`config.mk`:
```
export PLATFORM = sky130hd
export DESIGN_NAME = load_store_unit_flat
export DESIGN_NICKNAME = d
export VERILOG_FILES = /design/src/rtl/load_store_unit_if.sv /design/src/rtl/load_store_unit.sv /design/src/flat_wrapper.sv
export SDC_FILE = /design/constraint.sdc
export NUM_CORES = 1
export LEC_CHECK = 0
export CORE_ASPECT_RATIO = 0.9
export CORE_UTILIZATION = 43
export CTS_CLUSTER_SIZE = 14
export DETAILED_ROUTE_END_ITERATION = 8
export PLACE_DENSITY = 0.84
export SLEW_MARGIN = 20
export SYNTH_ARGS = -nofsm -noshare
export SYNTH_HDL_FRONTEND = slang
export SYNTH_SLANG_ARGS = --single-unit
```
`constraint.sdc`:
```
create_clock -name clk_i -period 2.6 [get_ports clk_i]
set_input_delay 0.52 -clock clk_i [delete_from_list [all_inputs] [get_ports clk_i]]
set_output_delay 0.52 -clock clk_i [all_outputs]
set_load 0.02 [all_outputs]
```
`src/rtl/load_store_unit_if.sv`:
```
// Request, data-memory bus and writeback signals of the load/store unit.
// master = surrounding pipeline/memory, slave = the load/store unit.
interface load_store_unit_if #(
    parameter int unsigned Xlen    = 32,
    parameter int unsigned RegSelW = 5
);
    logic               mem_valid;
    logic               mem_read;
    logic               mem_write;
    logic [Xlen-1:0]    mem_addr;
    logic [Xlen-1:0]    mem_data;
    logic [2:0]         mem_funct3;
    logic [RegSelW-1:0] mem_rd_addr;
    logic               busy;

    logic               dmem_req;
    logic               dmem_we;
    logic [Xlen-1:0]    dmem_addr;
    logic [Xlen-1:0]    dmem_wdata;
    logic [3:0]         dmem_be;
    logic               dmem_ack;
    logic [Xlen-1:0]    dmem_rdata;

    logic               reg_dv;
    logic [RegSelW-1:0] reg_addr;
    logic [Xlen-1:0]    reg_data;
    logic               misalign;
    logic               timeout;

    modport master (
        output mem_valid, mem_read, mem_write, mem_addr, mem_data, mem_funct3, mem_rd_addr,
        output dmem_ack, dmem_rdata,
        input  busy, dmem_req, dmem_we, dmem_addr, dmem_wdata, dmem_be,
        input  reg_dv, reg_addr, reg_data, misalign, timeout
    );

    modport slave (
        input  mem_valid, mem_read, mem_write, mem_addr, mem_data, mem_funct3, mem_rd_addr,
        input  dmem_ack, dmem_rdata,
        output busy, dmem_req, dmem_we, dmem_addr, dmem_wdata, dmem_be,
        output reg_dv, reg_addr, reg_data, misalign, timeout
    );
endinterface

```
`src/rtl/load_store_unit.sv`:
```
// Memory-stage load/store responder: one data-memory access per accepted request,
// byte-lane store formatting and aligned, extended load writeback.
module load_store_unit #(
    parameter int unsigned Xlen    = 32,
    parameter int unsigned RegSelW = 5,
    parameter int unsigned Timeout = 255
) (
    input logic               clk_i,
    input logic               rst_ni,
    load_store_unit_if.slave  bus_io
);
    localparam int unsigned CntW = (Timeout < 2) ? 1 : $clog2(Timeout);
    localparam logic [CntW-1:0] CntLast = CntW'(Timeout - 1);

    typedef enum logic [1:0] {StIdle, StReq, StResp} state_e;

    state_e             state_q;
    logic [CntW-1:0]    cnt_q;
    logic               busy_q, req_q, we_q;
    logic [Xlen-1:0]    addr_q, wdata_q;
    logic [3:0]         be_q;
    logic [2:0]         funct3_q;
    logic [1:0]         off_q;
    logic [RegSelW-1:0] rd_q;
    logic               reg_dv_q, misalign_q, timeout_q;
    logic [RegSelW-1:0] reg_addr_q;
    logic [Xlen-1:0]    reg_data_q;

    logic            req_ok, f3_ok, align_ok;
    logic [1:0]      a_lo;
    logic [3:0]      be_d;
    logic [Xlen-1:0] wdata_d, rsh, load_data;

    always_comb begin
        a_lo = bus_io.mem_addr[1:0];
        case (bus_io.mem_funct3)
            3'b000, 3'b001, 3'b010: f3_ok = 1'b1;
            3'b100, 3'b101:         f3_ok = bus_io.mem_read;
            default:                f3_ok = 1'b0;
        endcase
        case (bus_io.mem_funct3[1:0])
            2'b01:   align_ok = ~a_lo[0];
            2'b10:   align_ok = (a_lo == 2'b00);
            default: align_ok = 1'b1;
        endcase
        req_ok = (bus_io.mem_read ^ bus_io.mem_write) & f3_ok & align_ok;

        case (bus_io.mem_funct3[1:0])
            2'b00: begin
                be_d    = 4'b0001 << a_lo;
                wdata_d = {4{bus_io.mem_data[7:0]}};
            end
            2'b01: begin
                be_d    = a_lo[1] ? 4'b1100 : 4'b0011;
                wdata_d = {2{bus_io.mem_data[15:0]}};
            end
            default: begin
                be_d    = 4'b1111;
                wdata_d = bus_io.mem_data;
            end
        endcase
        if (!bus_io.mem_write) begin
            be_d    = 4'b1111;
            wdata_d = '0;
        end

        // Halfwords are 2-byte aligned, so the byte-lane shift also selects the half lane.
        rsh = bus_io.dmem_rdata >> {off_q, 3'b000};
        case (funct3_q)
            3'b000:  load_data = {{24{rsh[7]}}, rsh[7:0]};
            3'b100:  load_data = {24'd0, rsh[7:0]};
            3'b001:  load_data = {{16{rsh[15]}}, rsh[15:0]};
            3'b101:  load_data = {16'd0, rsh[15:0]};
            default: load_data = bus_io.dmem_rdata;
        endcase
    end

    always_ff @(posedge clk_i or negedge rst_ni) begin
        if (!rst_ni) begin
            state_q    <= StIdle;
            cnt_q      <= '0;
            busy_q     <= 1'b0;
            req_q      <= 1'b0;
            we_q       <= 1'b0;
            addr_q     <= '0;
            wdata_q    <= '0;
            be_q       <= '0;
            funct3_q   <= '0;
            off_q      <= '0;
            rd_q       <= '0;
            reg_dv_q   <= 1'b0;
            reg_addr_q <= '0;
            reg_data_q <= '0;
            misalign_q <= 1'b0;
            timeout_q  <= 1'b0;
        end else begin
            reg_dv_q   <= 1'b0;
            reg_addr_q <= '0;
            reg_data_q <= '0;
            misalign_q <= 1'b0;
            timeout_q  <= 1'b0;
            case (state_q)
                StIdle: begin
                    if (bus_io.mem_valid) begin
                        if (req_ok) begin
                            state_q  <= StReq;
                            busy_q   <= 1'b1;
                            req_q    <= 1'b1;
                            we_q     <= bus_io.mem_write;
                            addr_q   <= {bus_io.mem_addr[Xlen-1:2], 2'b00};
                            wdata_q  <= wdata_d;
                            be_q     <= be_d;
                            funct3_q <= bus_io.mem_funct3;
                            off_q    <= a_lo;
                            rd_q     <= bus_io.mem_rd_addr;
                            cnt_q    <= '0;
                        end else begin
                            misalign_q <= 1'b1;
                        end
                    end
                end
                StReq: begin
                    if (bus_io.dmem_ack || (cnt_q == CntLast)) begin
                        req_q   <= 1'b0;
                        we_q    <= 1'b0;
                        addr_q  <= '0;
                        wdata_q <= '0;
                        be_q    <= '0;
                    end
                    if (bus_io.dmem_ack) begin
                        if (we_q) begin
                            state_q <= StIdle;
                            busy_q  <= 1'b0;
                        end else begin
                            state_q <= StResp;
                            if (rd_q != '0) begin
                                reg_dv_q   <= 1'b1;
                                reg_addr_q <= rd_q;
                                reg_data_q <= load_data;
                            end
                        end
                    end else if (cnt_q == CntLast) begin
                        state_q   <= StIdle;
                        busy_q    <= 1'b0;
                        timeout_q <= 1'b1;
                    end else begin
                        cnt_q <= cnt_q + 1'b1;
                    end
                end
                StResp: begin
                    state_q <= StIdle;
                    busy_q  <= 1'b0;
                end
                default: begin
                    state_q <= StIdle;
                    busy_q  <= 1'b0;
                end
            endcase
        end
    end

    assign bus_io.busy       = busy_q;
    assign bus_io.dmem_req   = req_q;
    assign bus_io.dmem_we    = we_q;
    assign bus_io.dmem_addr  = addr_q;
    assign bus_io.dmem_wdata = wdata_q;
    assign bus_io.dmem_be    = be_q;
    assign bus_io.reg_dv     = reg_dv_q;
    assign bus_io.reg_addr   = reg_addr_q;
    assign bus_io.reg_data   = reg_data_q;
    assign bus_io.misalign   = misalign_q;
    assign bus_io.timeout    = timeout_q;
endmodule

```
`src/flat_wrapper.sv`:
```
// flat-port wrapper written by rule: the top's interface ports become plain ports
module load_store_unit_flat 
#(
    parameter int unsigned Xlen    = 32,
    parameter int unsigned RegSelW = 5,
    parameter int unsigned Timeout = 255
)
  (clk_i, rst_ni, bus_io_mem_valid, bus_io_mem_read, bus_io_mem_write, bus_io_mem_addr, bus_io_mem_data, bus_io_mem_funct3, bus_io_mem_rd_addr, bus_io_dmem_ack, bus_io_dmem_rdata, bus_io_busy, bus_io_dmem_req, bus_io_dmem_we, bus_io_dmem_addr, bus_io_dmem_wdata, bus_io_dmem_be, bus_io_reg_dv, bus_io_reg_addr, bus_io_reg_data, bus_io_misalign, bus_io_timeout);
  load_store_unit_if #(.Xlen(Xlen), .RegSelW(RegSelW)) bus_io_i ();
  input logic clk_i;
  input logic rst_ni;
  input wire logic [$bits(bus_io_i.mem_valid)-1:0] bus_io_mem_valid;
  input wire logic [$bits(bus_io_i.mem_read)-1:0] bus_io_mem_read;
  input wire logic [$bits(bus_io_i.mem_write)-1:0] bus_io_mem_write;
  input wire logic [$bits(bus_io_i.mem_addr)-1:0] bus_io_mem_addr;
  input wire logic [$bits(bus_io_i.mem_data)-1:0] bus_io_mem_data;
  input wire logic [$bits(bus_io_i.mem_funct3)-1:0] bus_io_mem_funct3;
  input wire logic [$bits(bus_io_i.mem_rd_addr)-1:0] bus_io_mem_rd_addr;
  input wire logic [$bits(bus_io_i.dmem_ack)-1:0] bus_io_dmem_ack;
  input wire logic [$bits(bus_io_i.dmem_rdata)-1:0] bus_io_dmem_rdata;
  output wire logic [$bits(bus_io_i.busy)-1:0] bus_io_busy;
  output wire logic [$bits(bus_io_i.dmem_req)-1:0] bus_io_dmem_req;
  output wire logic [$bits(bus_io_i.dmem_we)-1:0] bus_io_dmem_we;
  output wire logic [$bits(bus_io_i.dmem_addr)-1:0] bus_io_dmem_addr;
  output wire logic [$bits(bus_io_i.dmem_wdata)-1:0] bus_io_dmem_wdata;
  output wire logic [$bits(bus_io_i.dmem_be)-1:0] bus_io_dmem_be;
  output wire logic [$bits(bus_io_i.reg_dv)-1:0] bus_io_reg_dv;
  output wire logic [$bits(bus_io_i.reg_addr)-1:0] bus_io_reg_addr;
  output wire logic [$bits(bus_io_i.reg_data)-1:0] bus_io_reg_data;
  output wire logic [$bits(bus_io_i.misalign)-1:0] bus_io_misalign;
  output wire logic [$bits(bus_io_i.timeout)-1:0] bus_io_timeout;
  assign bus_io_i.mem_valid = bus_io_mem_valid;
  assign bus_io_i.mem_read = bus_io_mem_read;
  assign bus_io_i.mem_write = bus_io_mem_write;
  assign bus_io_i.mem_addr = bus_io_mem_addr;
  assign bus_io_i.mem_data = bus_io_mem_data;
  assign bus_io_i.mem_funct3 = bus_io_mem_funct3;
  assign bus_io_i.mem_rd_addr = bus_io_mem_rd_addr;
  assign bus_io_i.dmem_ack = bus_io_dmem_ack;
  assign bus_io_i.dmem_rdata = bus_io_dmem_rdata;
  assign bus_io_busy = bus_io_i.busy;
  assign bus_io_dmem_req = bus_io_i.dmem_req;
  assign bus_io_dmem_we = bus_io_i.dmem_we;
  assign bus_io_dmem_addr = bus_io_i.dmem_addr;
  assign bus_io_dmem_wdata = bus_io_i.dmem_wdata;
  assign bus_io_dmem_be = bus_io_i.dmem_be;
  assign bus_io_reg_dv = bus_io_i.reg_dv;
  assign bus_io_reg_addr = bus_io_i.reg_addr;
  assign bus_io_reg_data = bus_io_i.reg_data;
  assign bus_io_misalign = bus_io_i.misalign;
  assign bus_io_timeout = bus_io_i.timeout;
  load_store_unit #(.Xlen(Xlen), .RegSelW(RegSelW), .Timeout(Timeout)) u_core (.clk_i(clk_i), .rst_ni(rst_ni), .bus_io(bus_io_i));
endmodule
```
Word-level counts from Yosys, hierarchy flattened --
Index checks and enable logic that the tools add are counted.
Operators by class: add/subtract/negate cells 1, equal/unequal tests 18, shifts and indexed selects 2, muxes and demuxes 59, bitwise operators 4, reductions and logical operators 15
Operators by type and width (number):
- $mux 32 | 10
- $pmux 32 s2 | 3
- $pmux 32 s4 | 1
- $mux 8 | 4
- $shr 32x5->16 | 1
- $mux 4 | 5
- $mux 5 | 4
- $mux 1 | 18
- $pmux 4 s2 | 2
- $pmux 8 s2 | 1
- $eq 3x3->1 const B | 4
- $mux 2 | 5
- $pmux 1 s2 | 5
- $add 8x1->8 const B | 1
- $eq 8x8->1 const B | 1
- $reduce_and 4->1 | 2
- $eq 3x1->1 const B | 2
- $logic_not 2->1 | 3
- $logic_not 3->1 | 2
- $ne 2x2->1 const B | 3
- $ne 3x2->1 const B | 2
- $reduce_and 3->1 | 2
- $reduce_and 5->1 | 1
- $reduce_bool 5->1 | 1
- other kinds (13) | 16
Storage, ports and cells: bits in registers 131, input port bits 110, output and inout bits 111, logic and storage cells 115

Depth between registers and ports, before layout --
depth after elaboration 8, depth in mapped cells 10, mapped depth without buffers 7

Least setup slack after synthesis --
No wires, ideal clock.
kind input to register, start point input bus_io_mem_funct3[0], end point register u_core.funct3_q[1], setup time 125 ps, arrival time 2141 ps, data required time 2475 ps, setup slack 334 ps, cell stages on the path 10, buffers on the path 3, cell sequence inv_1 -> ha_1 -> buf_2 -> nor2_4 -> o21ai_0 -> o2111a_1 -> and2_1 -> buf_2 -> buf_2 -> mux2_2
Between the ends: word-level cells in the longest chain between the ends 6, elaborated cells between the ends (all ways) 14, those cells by class 6 x eq/ne; 2 x mux; 2 x bitwise; 4 x reduce/logical
Ends and longest elaborated chain:
- start: declaration | RTL line flat_wrapper.sv:17 | input wire logic [$bits(bus_io_i.mem_funct3)-1:0] bus_io_mem_funct3;
- $eq 3x1->1 (tied with other cells) | RTL line load_store_unit.sv:36 | case (bus_io.mem_funct3)
- $reduce_or 3->1 / $reduce_or 2->1 (equally long branches) | RTL line load_store_unit.sv:36
- $pmux 1 s2 | RTL line load_store_unit.sv:36
- $and 1x1->1 | RTL line load_store_unit.sv:46 | req_ok = (bus_io.mem_read ^ bus_io.mem_write) & f3_ok & align_ok;
- $and 1x1->1 (*) | RTL line load_store_unit.sv:46
- $reduce_and 3->1 (no source line) (*)
- end signal: assignment | RTL line load_store_unit.sv:113 | funct3_q <= bus_io.mem_funct3;
- end: declaration | RTL line load_store_unit.sv:22 | logic [2:0] funct3_q;
Every way passes the cells marked *; elsewhere a longest branch is shown, timed or not. A chain may end at the register's enable or synchronous reset.

Worst setup path in the final report --
start point register u_core.rd_q[0], end point register u_core.reg_data_q[18] (netlist: u_core.bus_io.reg_data[18])
Between the ends: word-level cells in the longest chain between the ends 5
Ends and longest elaborated chain:
- start: declaration | RTL line load_store_unit.sv:24 | logic [RegSelW-1:0] rd_q;
- start signal: assignment | RTL line load_store_unit.sv:115 | rd_q <= bus_io.mem_rd_addr;
- $reduce_bool 5->1 | RTL line load_store_unit.sv:136 | if (rd_q != '0) begin
- $mux 32 | RTL line load_store_unit.sv:136
- $mux 32 | RTL line load_store_unit.sv:131 | if (we_q) begin
- $mux 32 | RTL line load_store_unit.sv:130 | if (bus_io.dmem_ack) begin
- $mux 32 | RTL line load_store_unit.sv:102 | case (state_q)
- end signal: assignment | RTL line load_store_unit.sv:139 | reg_data_q <= load_data;
- end: declaration | RTL line load_store_unit.sv:27 | logic [Xlen-1:0] reg_data_q;
Every way passes these cells.

==> impl.org <==
** Yosys
- The biggest area contributor in the post-synthesis netlist is sky130_fd_sc_hd__dfrtp_1.
- Synthesized instance count :: 449
- Mean area per synthesized cell :: 12.2 um^2
- Flip-flop and latch count after synthesis :: 129
- Among all flip-flop cells after synthesis, the most frequent one is sky130_fd_sc_hd__dfrtp_1.
- In the post-synthesis netlist, the biggest area contributors are sky130_fd_sc_hd__dfrtp_1, sky130_fd_sc_hd__a22o_1, sky130_fd_sc_hd__o2bb2ai_1.
- Count of warnings emitted by yosys :: 0
- The synthesized netlist occupies a cell area of 0.00547 mm^2.
- Yosys instantiated no cell more often than sky130_fd_sc_hd__dfrtp_1.
- Summing the sequential cell areas from Yosys gives 59.0% of the chip area.
- Post-synth top cells :: sky130_fd_sc_hd__dfrtp_1, sky130_fd_sc_hd__a22o_1, sky130_fd_sc_hd__a21oi_1
- Yosys mapped the design onto 44 distinct sky130hd cell types.
- The top cell type by area accounts for 59.0% of the synthesized area.
- Number of enable-type register cells in the synthesized netlist :: 0
- In the synthesized netlist the async set-or-reset flop fraction comes to 100%.

** Timing
- For the pin with the worst max-slew slack, the measured transition is 778 ps.
- The max-slew violation count came to 0.
- Setup repair after global routing left no endpoint under its margin.
- Number of setup violations in the final report :: 0
- The tightest hold path in the finished design has a slack of 146 ps.
- Measured against its own limit, the worst slew margin works out to 48.1%.
- Total negative setup slack :: 0 ps
- For this run, the top clock speed supported by timing is 455 MHz.
- Worst Skew :: 7.19 ps
- The final hold violation count came to 0.
- The worst path needs 2200 ps of the cycle, external delays included.
- Part of the cycle the worst path needs :: 84.5%

** Floorplan
- The floorplan has 38 rows.
- In this run the horizontal extent of the chip is 121 um.
- Die outline area :: 0.0132 mm^2
- Core footprint :: 0.0122 mm^2
- 221 I/O pins were placed.
- In this run the vertical extent of the chip is 109 um.
- Initial Utilization :: 44.8%

** Clock network
- Number of buffers inserted to repair setup after CTS :: 0
- Hold-fix buffer count after cts :: 0
- TritonCTS built the clock tree.
- Clock-pin slew was measured on the worst setup and hold paths at 60 ps.
- Source-to-sink clock delay at the later pin of the worst-skew pair :: 410 ps
- Resize count post-CTS :: 0
- The tree is rooted in a sky130_fd_sc_hd__clkbuf_16.
- Buffers inserted during clock tree synthesis total 17.
- Clock Sink Count :: 129
- Clock Path Buffers :: 2
- Number of H-tree levels :: 4

** Routing
- After detailed routing, the number of remaining DRC violations is 0.
- WL final :: 15900 um
- Using the TritonRoute via totals, the vias-per-cell ratio works out to 5.48.
- In this run the remaining antenna-violating nets after routing total 0.
- Detailed Route Iter0 Violations :: 453
- DR vias :: 4639
- Number of iterations in the first detailed-routing pass :: 4
- After detailed routing, the average wire length per cell comes to 18.7 um.

** Global routing
- The first global-routing pass estimated 24800 um of wire.
- Global routing finished with a remaining overflow of 0.
- Initial antenna violation count :: 0
- Largest net degree at the start of global routing :: 81
- Number of global-route vias before repair :: 4737
- Global routing used 24.9% of the available tracks.

** Critical path
- R2r worst-path depth :: 6
- The worst setup path is launched from a flop.
- The endpoint identified for the worst register-to-register timing path is u_core.bus_io.reg_data[18].
- Across all register-to-register paths, the minimum setup slack is 400 ps.
- CP startpoint :: u_core.rd_q[0]
- On the critical path, the stage with the largest delay is an instance of sky130_fd_sc_hd__or4_1.
- Sort of element at the end of the critical path :: flop
- The startpoint identified for the worst register-to-register timing path is u_core.rd_q[0].
- Kind of critical path :: flop to flop
- The signal on the critical path passes through or4_1 > o21ai_1 > inv_2 > and2_0 > buf_4 > a21o_1.
- In this design, the stage delay of the slowest critical-path cell is 520 ps.
- Of all nets on the critical path, the largest fanout is 16.
- Data arrives at the worst endpoint at 2490 ps.
- STA puts the critical path data required time at 2900 ps.

** Hold path
- Type of the tightest min-delay check :: input pin to async pin

** Layout
- The post-route netlist has 11.6% of its cells at a drive strength greater than 1.
- The repair_antennas step left the layout with diodes totalling 0.
- Synth-to-layout area growth :: 56.2%
- Nets :: 789

** Run
- Max-cap violations :: 0

** Place
- HPWL Detailed :: 11400 um
- Routability-driven placement congestion ratio :: 0.922
- Count of buffers from port buffering :: 218

** Power and ir drop
- PwrDens :: 841 mW/mm^2
- Across the VDD grid, the largest voltage drop is 0.555 mV.
- The analysis attributes to cell leakage a power of 3.92 nW.

** Status
- The flow ran to the end, and the final reports show no timing, DRC or antenna violations.
==> per-layer routing <==
layer / global-route usage (%) / routed length (um) / vias to the layer above
li1: - / - / 2106
met1: 31.0 / 6570 / 2287
met2: 41.2 / 7810 / 222
met3: 7.53 / 1230 / 24
met4: 9.08 / 274 / 0
met5: 0 / 0 / -
==> worst max-delay path, delay by kind of cell (launching register included) <==
kind	cells	cell delay, ps
DFF	1	390
AOI/OAI and AO/OA	2	600
buffers and inverters	2	370
and+or+nand+nor	2	720
==> layout by cell type (no fill, tap or decap), drive strengths merged, types with 3 or more instances in the layout <==
cell type and count:
o21ai 14, a21o 19, clkdlybuf4s50 217, o2bb2ai 25
xor2 6, mux2 11, and3 3, clkbuf 21
nand2 17, a22o 50, clkinv 4, nand3 4
nor2 22, mux2i 17, inv 13, nand2b 4
ha 5, and2 7, a21oi 28, o221a 7
nor2b 4, a22oi 15, buf 23, dfrtp 129
==> report_power, final <==
group / internal (mW) / leakage [nW] / switching [mW]
Sequential: 2.38 / 1.72 / 0.296
Combinational: 1.10 / 1.91 / 1.07
Clock: 1.47 / 0.284 / 0.871
Total: 4.95 / 3.92 / 2.23
==> how the worst max path moves through the flow <==
stage                                              to  slack [ps]  cells after the start
after floorplan                    u_core.funct3_q[1]         330                     10
after global placement    u_core.bus_io.dmem_addr[22]         100                     10
after detailed placement  u_core.bus_io.dmem_addr[21]          20                     10
after CTS                  u_core.bus_io.reg_data[18]         400                      6
after global routing       u_core.bus_io.reg_data[18]         260                      6
final                      u_core.bus_io.reg_data[18]         400                      6
==> flip-flops by register name, indices dropped and copies added, names as in the netlist <==
signal / flops
u_core.cnt_q: 8
u_core.bus_io.reg_dv: 1
u_core.bus_io.dmem_be: 4
u_core.bus_io.busy: 1
u_core.bus_io.reg_addr: 5
u_core.bus_io.timeout: 1
u_core.state_q: 2
u_core.funct3_q: 3
u_core.bus_io.reg_data: 32
u_core.bus_io.misalign: 1
u_core.bus_io.dmem_addr: 30
u_core.off_q: 2
u_core.rd_q: 5
u_core.bus_io.dmem_req: 1
u_core.bus_io.dmem_we: 1
u_core.bus_io.dmem_wdata: 32
==> metrics by stage <==
| stage | setup WS, ps | utilization (%) | instances | total power [mW] | instance area (um^2) |
|---|---|---|---|---|---|
| after detailed placement | 20.1 | 65.1 | 815 | 4.86 | 7960 |
| after CTS | 395 | 69.9 | 847 | 7.23 | 8540 |
| after global placement | 97.1 | 65.1 | 815 | 4.79 | 7960 |
| after floorplan | 334 | - | 450 | 3.75 | 5470 |
| final | 403 | 69.9 | 847 | 7.19 | 8540 |
| after global routing | 262 | 69.9 | 847 | 7.49 | 8540 |
==> logic make-up after synthesis <==
group	count (synthesis)	share of synthesized area [%]
AOI/OAI and AO/OA	164	23.2
xor gates and xnor gates	6	0.961
adders and majority gates	5	1.14
buffers and inverters	45	3.52
DFF	129	59.0
muxes	28	5.38
other	1	0.0686
and+or+nand+nor	71	6.70
==> area by class of cell <==
cell class,count,area (um^2)
clock buffer,21,460
clock inverter,11,129
fill,844,3670
inverter,10,37.5
multi-input combinational,276,2070
sequential,129,3230
tap,160,200
timing repair buffer,240,2420
Power figures use the tool's default switching activity.
